===== src/rtl/mem_sram_bridge_pkg.sv =====
// Shared types and constants for the native-memory-port to SRAM bridge.
// Also carries the request classifier used when a request is accepted.
package mem_sram_bridge_pkg;

  typedef enum logic [2:0] {
    StIdle,
    StIssue,
    StData,
    StWait,
    StResp,
    StErr
  } state_e;

  localparam logic [3:0]  WSTRB_READ = 4'b0000;
  localparam logic [31:0] ERR_RDATA  = 32'h0;
  localparam int unsigned WAIT_W     = 4;

  // offset is (addr - base) modulo 2^32; base is word aligned so offset[1:0] == addr[1:0]
  function automatic logic req_is_error(input logic [31:0] offset,
                                        input logic [32:0] span,
                                        input logic        instr,
                                        input logic [3:0]  wstrb);
    return ({1'b0, offset} >= span) || (offset[1:0] != 2'b00) ||
           (instr && (wstrb != WSTRB_READ));
  endfunction

endpackage


===== src/rtl/mem_sram_bridge_perf.sv =====
// Free-running response counters for the bridge; cleared by the synchronous active-low reset.
// Only instantiated when MEM_SRAM_BRIDGE_PERF_EN is defined.
module mem_sram_bridge_perf (
  input  logic        clk_i,
  input  logic        rst_ni,
  input  logic        fetch_i,
  input  logic        data_i,
  input  logic        err_i,
  output logic [31:0] perf_fetch_o,
  output logic [31:0] perf_data_o,
  output logic [31:0] perf_err_o
);

  logic [31:0] fetch_q, fetch_d;
  logic [31:0] data_q, data_d;
  logic [31:0] err_q, err_d;

  always_comb begin
    fetch_d = fetch_q + {31'b0, fetch_i};
    data_d  = data_q + {31'b0, data_i};
    err_d   = err_q + {31'b0, err_i};
  end

  always_ff @(posedge clk_i) begin
    if (!rst_ni) begin
      fetch_q <= '0;
      data_q  <= '0;
      err_q   <= '0;
    end else begin
      fetch_q <= fetch_d;
      data_q  <= data_d;
      err_q   <= err_d;
    end
  end

  assign perf_fetch_o = fetch_q;
  assign perf_data_o  = data_q;
  assign perf_err_o   = err_q;

endmodule


===== src/rtl/mem_sram_bridge.sv =====
// Native memory port slave driving a single-port synchronous SRAM (1-cycle read latency).
// Define MEM_SRAM_BRIDGE_PERF_EN to add the perf_fetch/perf_data/perf_err counter outputs.
module mem_sram_bridge
  import mem_sram_bridge_pkg::*;
#(
  parameter int unsigned MEM_WORDS   = 1024,
  parameter logic [31:0] BASE_ADDR   = 32'h0000_0000,
  parameter int unsigned WAIT_STATES = 0,
  localparam int unsigned AW         = $clog2(MEM_WORDS)
) (
  input  logic          clk,
  input  logic          reset,
  input  logic          mem_valid,
  input  logic          mem_instr,
  output logic          mem_ready,
  input  logic [31:0]   mem_addr,
  input  logic [31:0]   mem_wdata,
  input  logic [3:0]    mem_wstrb,
  output logic [31:0]   mem_rdata,
  output logic          bus_error,
  output logic          sram_en,
  output logic [3:0]    sram_we,
  output logic [AW-1:0] sram_addr,
  output logic [31:0]   sram_wdata,
  input  logic [31:0]   sram_rdata
`ifdef MEM_SRAM_BRIDGE_PERF_EN
  ,
  output logic [31:0]   perf_fetch,
  output logic [31:0]   perf_data,
  output logic [31:0]   perf_err
`endif
);

  localparam logic [32:0]       MemSpan  = 33'(MEM_WORDS) << 2;
  localparam logic [WAIT_W-1:0] WaitLast = WAIT_W'((WAIT_STATES == 0) ? 0 : WAIT_STATES - 1);

  state_e              state_q, state_d;
  logic [WAIT_W-1:0]   wait_cnt_q, wait_cnt_d;
  logic [3:0]          wstrb_q, wstrb_d;
  logic [31:0]         rdata_q, rdata_d;
  logic                mem_ready_q, mem_ready_d;
  logic                bus_error_q, bus_error_d;
  logic [31:0]         mem_rdata_q, mem_rdata_d;
  logic                sram_en_q, sram_en_d;
  logic [3:0]          sram_we_q, sram_we_d;
  logic [AW-1:0]       sram_addr_q, sram_addr_d;
  logic [31:0]         sram_wdata_q, sram_wdata_d;
`ifdef MEM_SRAM_BRIDGE_PERF_EN
  logic                instr_q, instr_d;
`endif

  logic [31:0] addr_off;
  assign addr_off = mem_addr - BASE_ADDR;

  // Outputs are registered: each is loaded on the transition into the state that owns it.
  always_comb begin
    state_d      = state_q;
    wait_cnt_d   = wait_cnt_q;
    wstrb_d      = wstrb_q;
    rdata_d      = rdata_q;
    sram_addr_d  = sram_addr_q;
    sram_wdata_d = sram_wdata_q;
    mem_ready_d  = 1'b0;
    bus_error_d  = 1'b0;
    mem_rdata_d  = ERR_RDATA;
    sram_en_d    = 1'b0;
    sram_we_d    = WSTRB_READ;
`ifdef MEM_SRAM_BRIDGE_PERF_EN
    instr_d      = instr_q;
`endif

    unique case (state_q)
      StIdle: begin
        if (mem_valid) begin
          wstrb_d = mem_wstrb;
`ifdef MEM_SRAM_BRIDGE_PERF_EN
          instr_d = mem_instr;
`endif
          if (req_is_error(addr_off, MemSpan, mem_instr, mem_wstrb)) begin
            state_d     = StErr;
            mem_ready_d = 1'b1;
            bus_error_d = 1'b1;
          end else begin
            state_d      = StIssue;
            sram_en_d    = 1'b1;
            sram_we_d    = mem_wstrb;
            sram_addr_d  = addr_off[AW+1:2];
            sram_wdata_d = mem_wdata;
          end
        end
      end
      StIssue: begin
        state_d = StData;
      end
      StData: begin
        rdata_d = (wstrb_q == WSTRB_READ) ? sram_rdata : '0;
        if (WAIT_STATES == 0) begin
          state_d     = StResp;
          mem_ready_d = 1'b1;
          mem_rdata_d = rdata_d;
        end else begin
          state_d    = StWait;
          wait_cnt_d = '0;
        end
      end
      StWait: begin
        if (wait_cnt_q == WaitLast) begin
          state_d     = StResp;
          mem_ready_d = 1'b1;
          mem_rdata_d = rdata_q;
        end else begin
          wait_cnt_d = wait_cnt_q + 1'b1;
        end
      end
      StResp, StErr: begin
        state_d = StIdle;
      end
      default: begin
        state_d = StIdle;
      end
    endcase
  end

  always_ff @(posedge clk) begin
    if (!reset) begin
      state_q      <= StIdle;
      wait_cnt_q   <= '0;
      wstrb_q      <= '0;
      rdata_q      <= '0;
      mem_ready_q  <= 1'b0;
      bus_error_q  <= 1'b0;
      mem_rdata_q  <= '0;
      sram_en_q    <= 1'b0;
      sram_we_q    <= '0;
      sram_addr_q  <= '0;
      sram_wdata_q <= '0;
`ifdef MEM_SRAM_BRIDGE_PERF_EN
      instr_q      <= 1'b0;
`endif
    end else begin
      state_q      <= state_d;
      wait_cnt_q   <= wait_cnt_d;
      wstrb_q      <= wstrb_d;
      rdata_q      <= rdata_d;
      mem_ready_q  <= mem_ready_d;
      bus_error_q  <= bus_error_d;
      mem_rdata_q  <= mem_rdata_d;
      sram_en_q    <= sram_en_d;
      sram_we_q    <= sram_we_d;
      sram_addr_q  <= sram_addr_d;
      sram_wdata_q <= sram_wdata_d;
`ifdef MEM_SRAM_BRIDGE_PERF_EN
      instr_q      <= instr_d;
`endif
    end
  end

  assign mem_ready  = mem_ready_q;
  assign bus_error  = bus_error_q;
  assign mem_rdata  = mem_rdata_q;
  assign sram_en    = sram_en_q;
  assign sram_we    = sram_we_q;
  assign sram_addr  = sram_addr_q;
  assign sram_wdata = sram_wdata_q;

`ifdef MEM_SRAM_BRIDGE_PERF_EN
  logic resp_fetch, resp_data;
  assign resp_fetch = mem_ready_q & ~bus_error_q & instr_q;
  assign resp_data  = mem_ready_q & ~bus_error_q & ~instr_q;

  mem_sram_bridge_perf u_perf (
    .clk_i        (clk),
    .rst_ni       (reset),
    .fetch_i      (resp_fetch),
    .data_i       (resp_data),
    .err_i        (bus_error_q),
    .perf_fetch_o (perf_fetch),
    .perf_data_o  (perf_data),
    .perf_err_o   (perf_err)
  );
`endif

endmodule


===== config.mk =====
export PLATFORM = sky130hd
export DESIGN_NAME = mem_sram_bridge
export DESIGN_NICKNAME = d
export VERILOG_FILES = /design/src/rtl/mem_sram_bridge_pkg.sv /design/src/rtl/mem_sram_bridge_perf.sv /design/src/rtl/mem_sram_bridge.sv
export SDC_FILE = /design/constraint.sdc
export NUM_CORES = 1
export LEC_CHECK = 0
export ABC_AREA = 1
export BUFFER_PORTS_ARGS = -buffer_cell sky130_fd_sc_hd__buf_4
export CORE_MARGIN = 3
export CORE_UTILIZATION = 52
export DETAILED_ROUTE_END_ITERATION = 10
export PLACE_DENSITY = 0.95
export SETUP_SLACK_MARGIN = 0.5
export SLEW_MARGIN = 10
export SYNTH_ARGS = -nofsm -noshare
export SYNTH_HDL_FRONTEND = slang
export SYNTH_SLANG_ARGS = --single-unit
export TNS_END_PERCENT = 10

===== constraint.sdc =====
create_clock -name clk -period 3.75 [get_ports clk]
set_input_delay 0 -clock clk [delete_from_list [all_inputs] [get_ports clk]]
set_output_delay 0 -clock clk [all_outputs]
set_load 0.1 [all_outputs]

; ---- Word level (Yosys, flattened, before mapping)
; Index checks and enable logic that the tools add are counted.
[op_classes]
addsub = 1
multipliers = 0
div = 0
order_cmp = 1
n_eq_ne = 5
shift = 0
mux = 12
bitwise = 5
reduce_logical = 15
[ops]
columns = operator, n
row1 = $mux W32, 2
row2 = $pmux W32 S2, 1
row3 = $ge A32 B13 Y1 const B, 1
row4 = $pmux W3 S4, 1
row5 = $mux W3, 3
row6 = $logic_not A4 Y1, 2
row7 = $reduce_and A2 Y1, 4
row8 = $eq A3 B2 Y1 const B, 2
row9 = $reduce_and A3 Y1, 2
row10 = $not A1 Y1, 5
row11 = $add A4 B1 Y4 const B, 1
row12 = $mux W1, 4
row13 = $ne A2 B2 Y1 const B, 2
row14 = $reduce_bool A4 Y1, 1
row15 = $reduce_or A4 Y1, 1
row16 = $eq A3 B1 Y1 const B, 1
row17 = $logic_not A3 Y1, 1
row18 = $pmux W1 S3, 1
row19 = $logic_or A1 B1 Y1, 2
row20 = $reduce_bool A2 Y1, 1
row21 = $logic_and A1 B1 Y1, 1
[word_totals]
regBits = 124
latch_bits = 0
mem_bits_rw = 0
rom_bits = 0
inputBits = 104
out_inout_bits = 81
wordCells = 50
n_memories = 0

; ---- Depth between registers and ports, before layout
; Gate-level depths: netlist of the first run.
[depth]
depth_word = 6
depth_mapped = 10

; ---- Worst setup path before layout of the first run
; OpenSTA, ideal clock, no wires.
[synth_timing]
path_type = register -> register
start = register wait_cnt_q[0]
end = register mem_rdata_q[22], in the netlist mem_rdata[22]
setup_ns = 0.065
arrival_time_ns = 1.333
t_required_ns = 3.685
path_slack_ns = 2.352
stages_incl_launch_ff = 8
path_buffers = 1
period_less_slack_ns = 1.398
cell_sequence = dfxtp_1 inv_1 ha_1 nand3_1 nor2_1 clkbuf_1 a21oi_1 nor2_1
[synth_via]
elab_chain_len = 3
[synth_rtl]
columns = item, line_no
row1 = from (decl), mem_sram_bridge.sv:38  ; logic [WAIT_W-1:0] wait_cnt_q, wait_cnt_d;
row2 = from (signal assigned), mem_sram_bridge.sv:142  ; wait_cnt_q <= wait_cnt_d;
row3 = $logic_not A4 Y1, mem_sram_bridge.sv:107  ; if (wait_cnt_q == WaitLast) begin
row4 = $mux W32, mem_sram_bridge.sv:107
row5 = $pmux W32 S2, mem_sram_bridge.sv:72  ; unique case (state_q)
row6 = to (signal assigned), mem_sram_bridge.sv:147  ; mem_rdata_q <= mem_rdata_d;
row7 = to (decl), mem_sram_bridge.sv:43  ; logic [31:0] mem_rdata_q, mem_rdata_d;
; Every way passes these cells.
; A chain may end at the register's enable or synchronous reset.

; ---- Worst setup path in the final report of the first run
[layout_timing]
start = register state_q[0]
end = register sram_wdata_q[0], in the netlist sram_wdata[0]
[layout_via]
elab_chain_len = 2
[layout_rtl]
columns = item, line_no
row1 = from (decl), mem_sram_bridge.sv:37  ; state_e state_q, state_d;
row2 = from (signal assigned), mem_sram_bridge.sv:126  ; state_q <= StIdle;
row3 = from (signal assigned), mem_sram_bridge.sv:141  ; state_q <= state_d;
row4 = $logic_not A3 Y1, mem_sram_bridge.sv:72
row5 = $reduce_and A3 Y1 (no line), n/a
row6 = to (signal assigned), mem_sram_bridge.sv:151  ; sram_wdata_q <= sram_wdata_d;
row7 = to (decl), mem_sram_bridge.sv:47  ; logic [31:0] sram_wdata_q, sram_wdata_d;
; Every way passes these cells.

==> results of run 1 <==
critical path, stage by stage, from the launching register on:
cell and delay (ns):
dfxtp_1 0.33, nor2_1 0.17, nand3_2 0.20, inv_2 0.60, buf_4 0.54, nand3_1 0.14
nand2_1 0.25, nor2_1 0.08
flip-flops by register name, summed over array words and instances (netlist names):
register and count:
bus_error 1, mem_rdata 32, mem_ready 1, rdata_q 32
sram_addr 10, sram_en 1, sram_wdata 32, sram_we 4
state_q 3, wait_cnt_q 4, wstrb_q 4
worst max path at each step:
stage,endpoint,slack [ns],cells after the start
after floorplan,mem_rdata[22],2.35,7
after global placement,sram_wdata[12],1.69,7
after detailed placement,rdata_q[6],1.57,8
after CTS,rdata_q[11],1.50,8
after global routing,sram_addr[1],1.09,7
final,sram_wdata[0],1.30,7
cell type report:
class | instances | area, sq um | share of cell area
clock buffer | 18 | 428 | 0.0570
sequential | 124 | 2480 | 0.331
timing repair buffer | 271 | 2240 | 0.298
tap | 108 | 135 | 0.0180
inverter | 60 | 225 | 0.0300
clock inverter | 14 | 121 | 0.0162
multi-input combinational | 431 | 1880 | 0.250
routing by layer:
metal / vias to the layer above / part of all wire / routed length (microns) / global-route usage
met5: - / 0 / 0 / 0
met4: 0 / 0.041 / 729 / 0.179
met3: 74 / 0.096 / 1710 / 0.0990
met2: 366 / 0.50 / 8970 / 0.585
met1: 2561 / 0.36 / 6480 / 0.381
li1: 2576 / - / - / -
cells in the final DEF, fill, tap and decap left out, types with 2 or more instances in the layout:
cell	netlist	layout
a21oi_1	116	116
buf_4	3	190
clkbuf_16	0	16
clkbuf_8	0	2
clkinv_2	0	4
clkinvlp_4	0	6
dfxtp_1	124	124
dlygate4sd3_1	0	81
ha_1	2	2
inv_1	59	58
inv_2	1	2
inv_6	0	2
nand2_1	89	89
nand3_1	46	46
nor2_1	161	160
nor3_1	4	4
o21ai_0	8	8
repair_timing:
action | CTS | global route
setup endpoints to repair | 0 | 0
endpoints found under the hold margin | 118 | 0
hold buffers | 81 | 0
logic make-up after synthesis:
logic type      Yosys count  share of synthesized area
buf+inv                 104                     0.0926
compound gates          125                      0.131
flops                   124                      0.517
simple gates            304                      0.254
fa+ha+maj                 2                    0.00522
power by group through the flow:
stage,logic (mW),clock network (mW),registers (mW)
finish,0.364,1.50,1.34
global route,0.384,1.58,1.34
detailed placement,0.270,0,1.37
CTS,0.342,1.50,1.34
floorplan,0.122,0,1.40
global placement,0.267,0,1.37
==> results.txt, run 1 <==
Count leader, synth - nor2_1
CP arrival - 2.84 ns
Ys Warns - 0
Syn nets - 765
Drt first pass iters - 5
Setup WS pre-CTS - 1.57 ns
Clk buf depth - 2
Endpoints failing setup - 0
Post-CTS sizing - 0
DP Cell Count - 913
WHS Endpoint - bus_error
Sequential area share after synthesis - 0.517
Worst hold path class - input pin to flip-flop
Clk_lat worst skew - 0.52 ns
Post-placement cell area - 6150 sq um
Reg clk slew, reported paths - 0.06 ns
Cell count after synthesis - 659
DR WL/cell - 17.4 microns
Biggest area consumer among synthesized cells - dfxtp_1
Setup bufs post-CTS - 0
Total clock sinks - 124
Critical path class - flip-flop to flip-flop
Iter 0 DRT Violations - 435
Hold Path Cell Cnt - 5
DRC errors left - 0
Smallest setup slack after layout - 1.30 ns
Worst Tran Pin Value - 1.06 ns
Most instantiated cells after synthesis - 161 x nor2_1, 124 x dfxtp_1, 116 x a21oi_1
Number of buffers created by CTS - 17
Gr ovfl total - 0
Crit path from - state_q[0]
Sw Pwr - 821 uW
Unrepaired setup endpoints after global routing - no
Clock power frac - 0.469
Layout Cells excl Fill - 1026
WHS - 0.0662 ns
FMAX - 409 MHz
CP Max Fanout - 45
Total power - 3.21 mW
Vias/cell - 5.44
Comb pwr share - 0.113
Pin count of the biggest net entering global routing - 86
Reg2reg start - state_q[0]
DR vias - 5577
Post-synth ARST share - 0
Leakage power - 3.48 nW
Worst flop-to-flop path endpoint - sram_wdata[0]
Crit path capture type - flip-flop
Number of antenna repair diodes - 0
Yosys reg bits - 124
Area contributors post-synth - dfxtp_1 52%, nor2_1 13%, a21oi_1 12%
Hold path start - mem_instr
IO buf count - 184
Layout cells sized above 1 - 0.247
Final core utilization - 0.848
Number of top-level pins - 185
Outcome - complete, no violations
Syn avg cell area - 7.28 sq um
Initial core utilization - 0.542
Crit start category - flip-flop
Die width - 102 microns
Mapped Area - 4800 sq um
WP data required - 4.15 ns
Slew headroom - 0.294
Detail Route Antenna Nets - 0
Sw Ratio - 0.256
Global-route wire length before repair - 27200 microns
Drt total wl - 17900 microns
CTS tree - built
Reg power frac - 0.418
R2R depth - 7
Slew Viols, Final - 0
DP HPWL - 8450 microns
H-tree levels - 4
Final Cycle Share - 0.652
GRT Total Usage - 0.340
Antenna violations before repair - 0
GPL Wtd Cong - 0.825
Final cell area excluding filler cells - 7510 sq um
Fin. Hold Viols - 0
PD cells - 427 nW/um^2
Synth cell types - 20
Worst vdd ir - 0.433 mV
Area share of the largest cell type after synthesis - 0.517
Area growth, synth to finish - 56.5%
Root Buffer - clkbuf_8
Most used DFF post-synth - dfxtp_1
Post-synth EDFFs - 0
Vias in the first global route - 5458
Row count - 34
Worst Skew - 0.00733 ns
Fillers - 425
Int Pwr - 2.39 mW
Die extent in y - 102 microns
Post-layout min period - 2.45 ns
Reg2reg setup slack - 1.30 ns
Max Cap Viol - 0
Die outline area - 10400 sq um
Nets@finish - 1011
Core area - 8850 sq um
Setup TNS - 0 ns
No activity file was read; power rests on OpenSTA's default activity.
==> run 2: changes to the inputs <==
Settings changed: CORE_UTILIZATION 52 to 49, PLACE_DENSITY 0.95 to 0.91.
Clock period 3.75 ns to 2.5 ns, I/O delays scaled along.
==> run 2 against run 1 <==
Compared with the run above:
- register-to-register slack got worse by 0.69 ns
- clock power is 65% higher
- core utilization down 3.0 points
==> results.txt, run 2 (synthesis results as in run 1) <==
Setup WS pre-CTS - 0.746 ns
Vias/cell - 5.18
Area growth, synth to finish - 59.8%
DR WL/cell - 16.2 microns
Nets@finish - 1014
Global-route wire length before repair - 25900 microns
Fin. Hold Viols - 0
DP Cell Count - 935
Post-layout min period - 1.89 ns
WP data required - 2.89 ns
Max incr delay on CP - 0.57 ns
Worst Skew - 0.0112 ns
Smallest setup slack after layout - 0.611 ns
Final Cycle Share - 0.756
Core area - 9370 sq um
Outcome - complete, no violations
CP Max Fanout - 43
Die width - 105 microns
Worst vdd ir - 0.552 mV
Antenna violations before repair - 0
Endpoints failing setup - 0
Die outline area - 11000 sq um
Total clock sinks - 124
Clk_lat worst skew - 0.50 ns
DRC errors left - 0
Critical Path, Cell by Cell - dlygate4sd3_1 > buf_4 > nor2_1 > nand2_1 > nand2_1 > nand2_1 > nor2_4 > buf_12 > nand3_1 > nand2_1 > nor2_1 > dlygate4sd3_1
H-tree levels - 4
Detail Route Antenna Nets - 0
Die extent in y - 105 microns
GRT Total Usage - 0.289
CP arrival - 2.27 ns
Initial core utilization - 0.512
Slew Viols, Final - 0
Most frequent cells in the layout - 188 x buf_4, 160 x nor2_1, 124 x dfxtp_1, 116 x a21oi_1, 89 x nand2_1
Crit path capture type - flip-flop
Pin count of the biggest net entering global routing - 86
DP HPWL - 8200 microns
Leakage power - 3.55 nW
Drt total wl - 17000 microns
Critical path class - input pin to flip-flop
Worst hold path class - input pin to flip-flop
IO buf count - 184
Vias in the first global route - 5348
Number of top-level pins - 185
Max Cap Viol - 0
Layout Cells excl Fill - 1050
FMAX - 529 MHz
Clk buf depth - 2
Reg clk slew, reported paths - 0.07 ns
Number of antenna repair diodes - 0
Iter 0 DRT Violations - 499
Worst Tran Pin Value - 0.734 ns
Critical Path Most Common Cell - nand2_1
Setup TNS - 0 ns
Gr ovfl total - 0
Slew headroom - 0.511
Drt first pass iters - 6
DR vias - 5437
Root Buffer - clkbuf_8
PD cells - 655 nW/um^2
Row count - 35
CP max-delay cell - dlygate4sd3_1
Number of buffers created by CTS - 17
GPL Wtd Cong - 0.759
CTS tree - built
Fillers - 504
Crit start category - input pin
Most common cell after layout, fill and taps aside - buf_4
Layout cells sized above 1 - 0.249
Unrepaired setup endpoints after global routing - no
## run 2: cell count changes in the layout (fill, tap and decap cells not counted), moves of 2 or more
cell	previous run	this run
buf_12	0	3
buf_4	190	188
clkinv_2	4	1
clkinvlp_4	6	1
inv_6	2	6
inv_8	0	3
## run 2: path summary, 6_finish.rpt
check / from / to / slack (ns) / depth (start not counted)
hold reg to reg: wstrb_q[2] / wstrb_q[2] / 0.45 / 2
setup reg to reg: state_q[0] / sram_wdata[26] / 0.61 / 7
hold / removal: mem_instr / bus_error / 0.08 / 5
setup / recovery: mem_wstrb[3] / sram_wdata[26] / 0.61 / 12
## run 2: area by class of cell
cell class	instances	area, sq um	share of cell area
multi-input combinational	431	1880	0.245
tap	129	161	0.0211
clock inverter	15	176	0.0230
sequential	124	2480	0.324
inverter	60	238	0.0310
clock buffer	17	414	0.0540
timing repair buffer	274	2320	0.302
## run 2: worst max-delay path: cells and delay by family
kind                   cells  cell delay, ns
buffers and inverters      4            1.51
AND/OR/NAND/NOR            8            0.78
## run 2: what timing repair did
item                                   CTS  global route
gates resized for setup                  0             5
endpoints found under the hold margin  119             0
buffers inserted                         0             0
setup endpoints to repair                0            19
hold buffers                            82             0
## run 2: stage by stage
stage,hold WS [ns],util,area (sq um),power [mW]
after floorplan,0.120,-,4800,2.28
after global placement,0.256,0.664,6220,2.46
after detailed placement,0.258,0.664,6220,2.46
after CTS,0.0749,0.814,7630,4.98
after global routing,0.113,0.818,7670,5.16
final,0.0759,0.818,7670,5.02
## run 2: per-layer routing
layer,track usage,up-vias,wire [microns]
li1,-,2581,-
met1,0.335,2471,6530
met2,0.508,337,8540
met3,0.0747,48,1480
met4,0.112,0,499
met5,0,-,0
## run 2: where the power goes
group,total (mW),internal (mW),switching [mW]
clock network,2.47,1.46,1.00
logic,0.543,0.246,0.297
registers,2.01,2.00,0.0101
==> run 3: changes to the inputs <==
Settings changed: CORE_UTILIZATION 49 to 44, PLACE_DENSITY 0.91 to 0.87.
Clock period 2.5 ns to 1.6 ns, I/O delays scaled along.
==> run 3 against run 2 <==
Compared with the run above:
- combinational power increased by 100%
- setup slack got worse by 0.38 ns
- clock power increased by 53%
- critical path type is now flip-flop to flip-flop
- critical endpoint is now sram_addr[7]
- largest power group unchanged
==> results.txt, run 3 (synthesis results as in run 1) <==
DR vias - 5441
Crit path capture type - flip-flop
GPL Wtd Cong - 0.767
Gr ovfl total - 0
Drt first pass iters - 5
Number of antenna repair diodes - 0
Die outline area - 12200 sq um
Iter 0 DRT Violations - 577
Vias/cell - 5.05
Row count - 37
CP Max Fanout - 5
Clk buf depth - 2
Post-placement cell area - 6310 sq um
DP HPWL - 8240 microns
Layout Cells excl Fill - 1078
Unrepaired setup endpoints after global routing - yes
Leakage power - 3.77 nW
Worst hold path class - input pin to flip-flop
Detail Route Antenna Nets - 0
Global-route wire length before repair - 25100 microns
Fin. Hold Viols - 0
Total power - 8.01 mW
Crit start category - flip-flop
Number of buffers created by CTS - 17
Total clock sinks - 124
Drt total wl - 16800 microns
Fillers - 633
Endpoints failing setup - 0
GRT Total Usage - 0.247
Final core utilization - 0.785
Antenna violations before repair - 0
Worst Skew - 0.00743 ns
Core area - 10500 sq um
Reg clk slew, reported paths - 0.07 ns
Number of top-level pins - 185
Post-layout min period - 1.36 ns
IO buf count - 184
CTS tree - built
Vias in the first global route - 5254
DRC errors left - 0
Most frequent cells in the layout - 195 x buf_4, 148 x nor2_1, 119 x dfxtp_1, 115 x a21oi_1, 83 x nand2_1
Nets@finish - 1035
Max Cap Viol - 0
FMAX - 733 MHz
PD cells - 974 nW/um^2
Smallest setup slack after layout - 0.235 ns
Setup TNS - 0 ns
Most common cell after layout, fill and taps aside - buf_4
Outcome - complete, no violations
H-tree levels - 4
WHS - 0.246 ns
Slew headroom - 0.700
CP arrival - 1.75 ns
Layout cells sized above 1 - 0.315
WP data required - 1.98 ns
Final Cycle Share - 0.853
Setup WS pre-CTS - 0.183 ns
Final cell area excluding filler cells - 8220 sq um
Slew Viols, Final - 0
Pin count of the biggest net entering global routing - 86
Area growth, synth to finish - 71.3%
DP Cell Count - 947
Critical path class - flip-flop to flip-flop
DR WL/cell - 15.5 microns
Clk_lat worst skew - 0.50 ns
Initial core utilization - 0.459
Die extent in y - 110 microns
Die width - 110 microns
Worst Tran Pin Value - 0.450 ns
Worst vdd ir - 0.647 mV
Root Buffer - clkbuf_8
[run 3: final timing paths]
kind                  startpoint              to  slack, ns  depth (start not counted)
hold reg to reg   sram_wdata[17]  sram_wdata[17]       0.47                          2
setup / recovery      state_q[2]    sram_addr[7]       0.24                          8
hold / removal         mem_instr  sram_wdata[22]       0.25                          7
setup reg to reg      state_q[2]    sram_addr[7]       0.24                          8
[run 3: area by class of cell]
cell class / instances / area, sq um / area share
timing repair buffer: 295 / 2670 / 0.325
sequential: 124 / 2490 / 0.303
multi-input combinational: 431 / 2070 / 0.252
clock buffer: 17 / 414 / 0.0504
inverter: 60 / 238 / 0.0289
clock inverter: 15 / 170 / 0.0207
tap: 136 / 170 / 0.0207
[run 3: power by group]
group / switching, mW / leakage (nW) / internal (mW)
registers: 0.0200 / 1.00 / 3.13
logic: 0.543 / 2.48 / 0.543
clock network: 1.62 / 0.283 / 2.16
total: 2.18 / 3.77 / 5.83
[run 3: timing repair]
item,in CTS,in global routing
setup buffers,5,3
resized for setup,24,34
pin swaps,3,17
gates cloned,5,4
hold endpoints to repair,121,0
setup endpoints to repair,198,205
hold buffers,82,0
[run 3: worst max-delay path, cell delays in order (launching register included)]
cell and delay [ns]:
dfxtp_2 0.33, nor2_4 0.15, nand3_4 0.11, inv_6 0.09, buf_4 0.12, buf_12 0.11, nand3_1 0.12, nand2_1 0.14
nor2_1 0.08
[run 3: per-layer routing]
layer	vias to the layer above	track usage	wire length, microns
met5	-	0	0
met4	0	0.0772	427
met3	45	0.0707	1250
met2	289	0.422	8370
met1	2488	0.301	6710
li1	2619	-	-
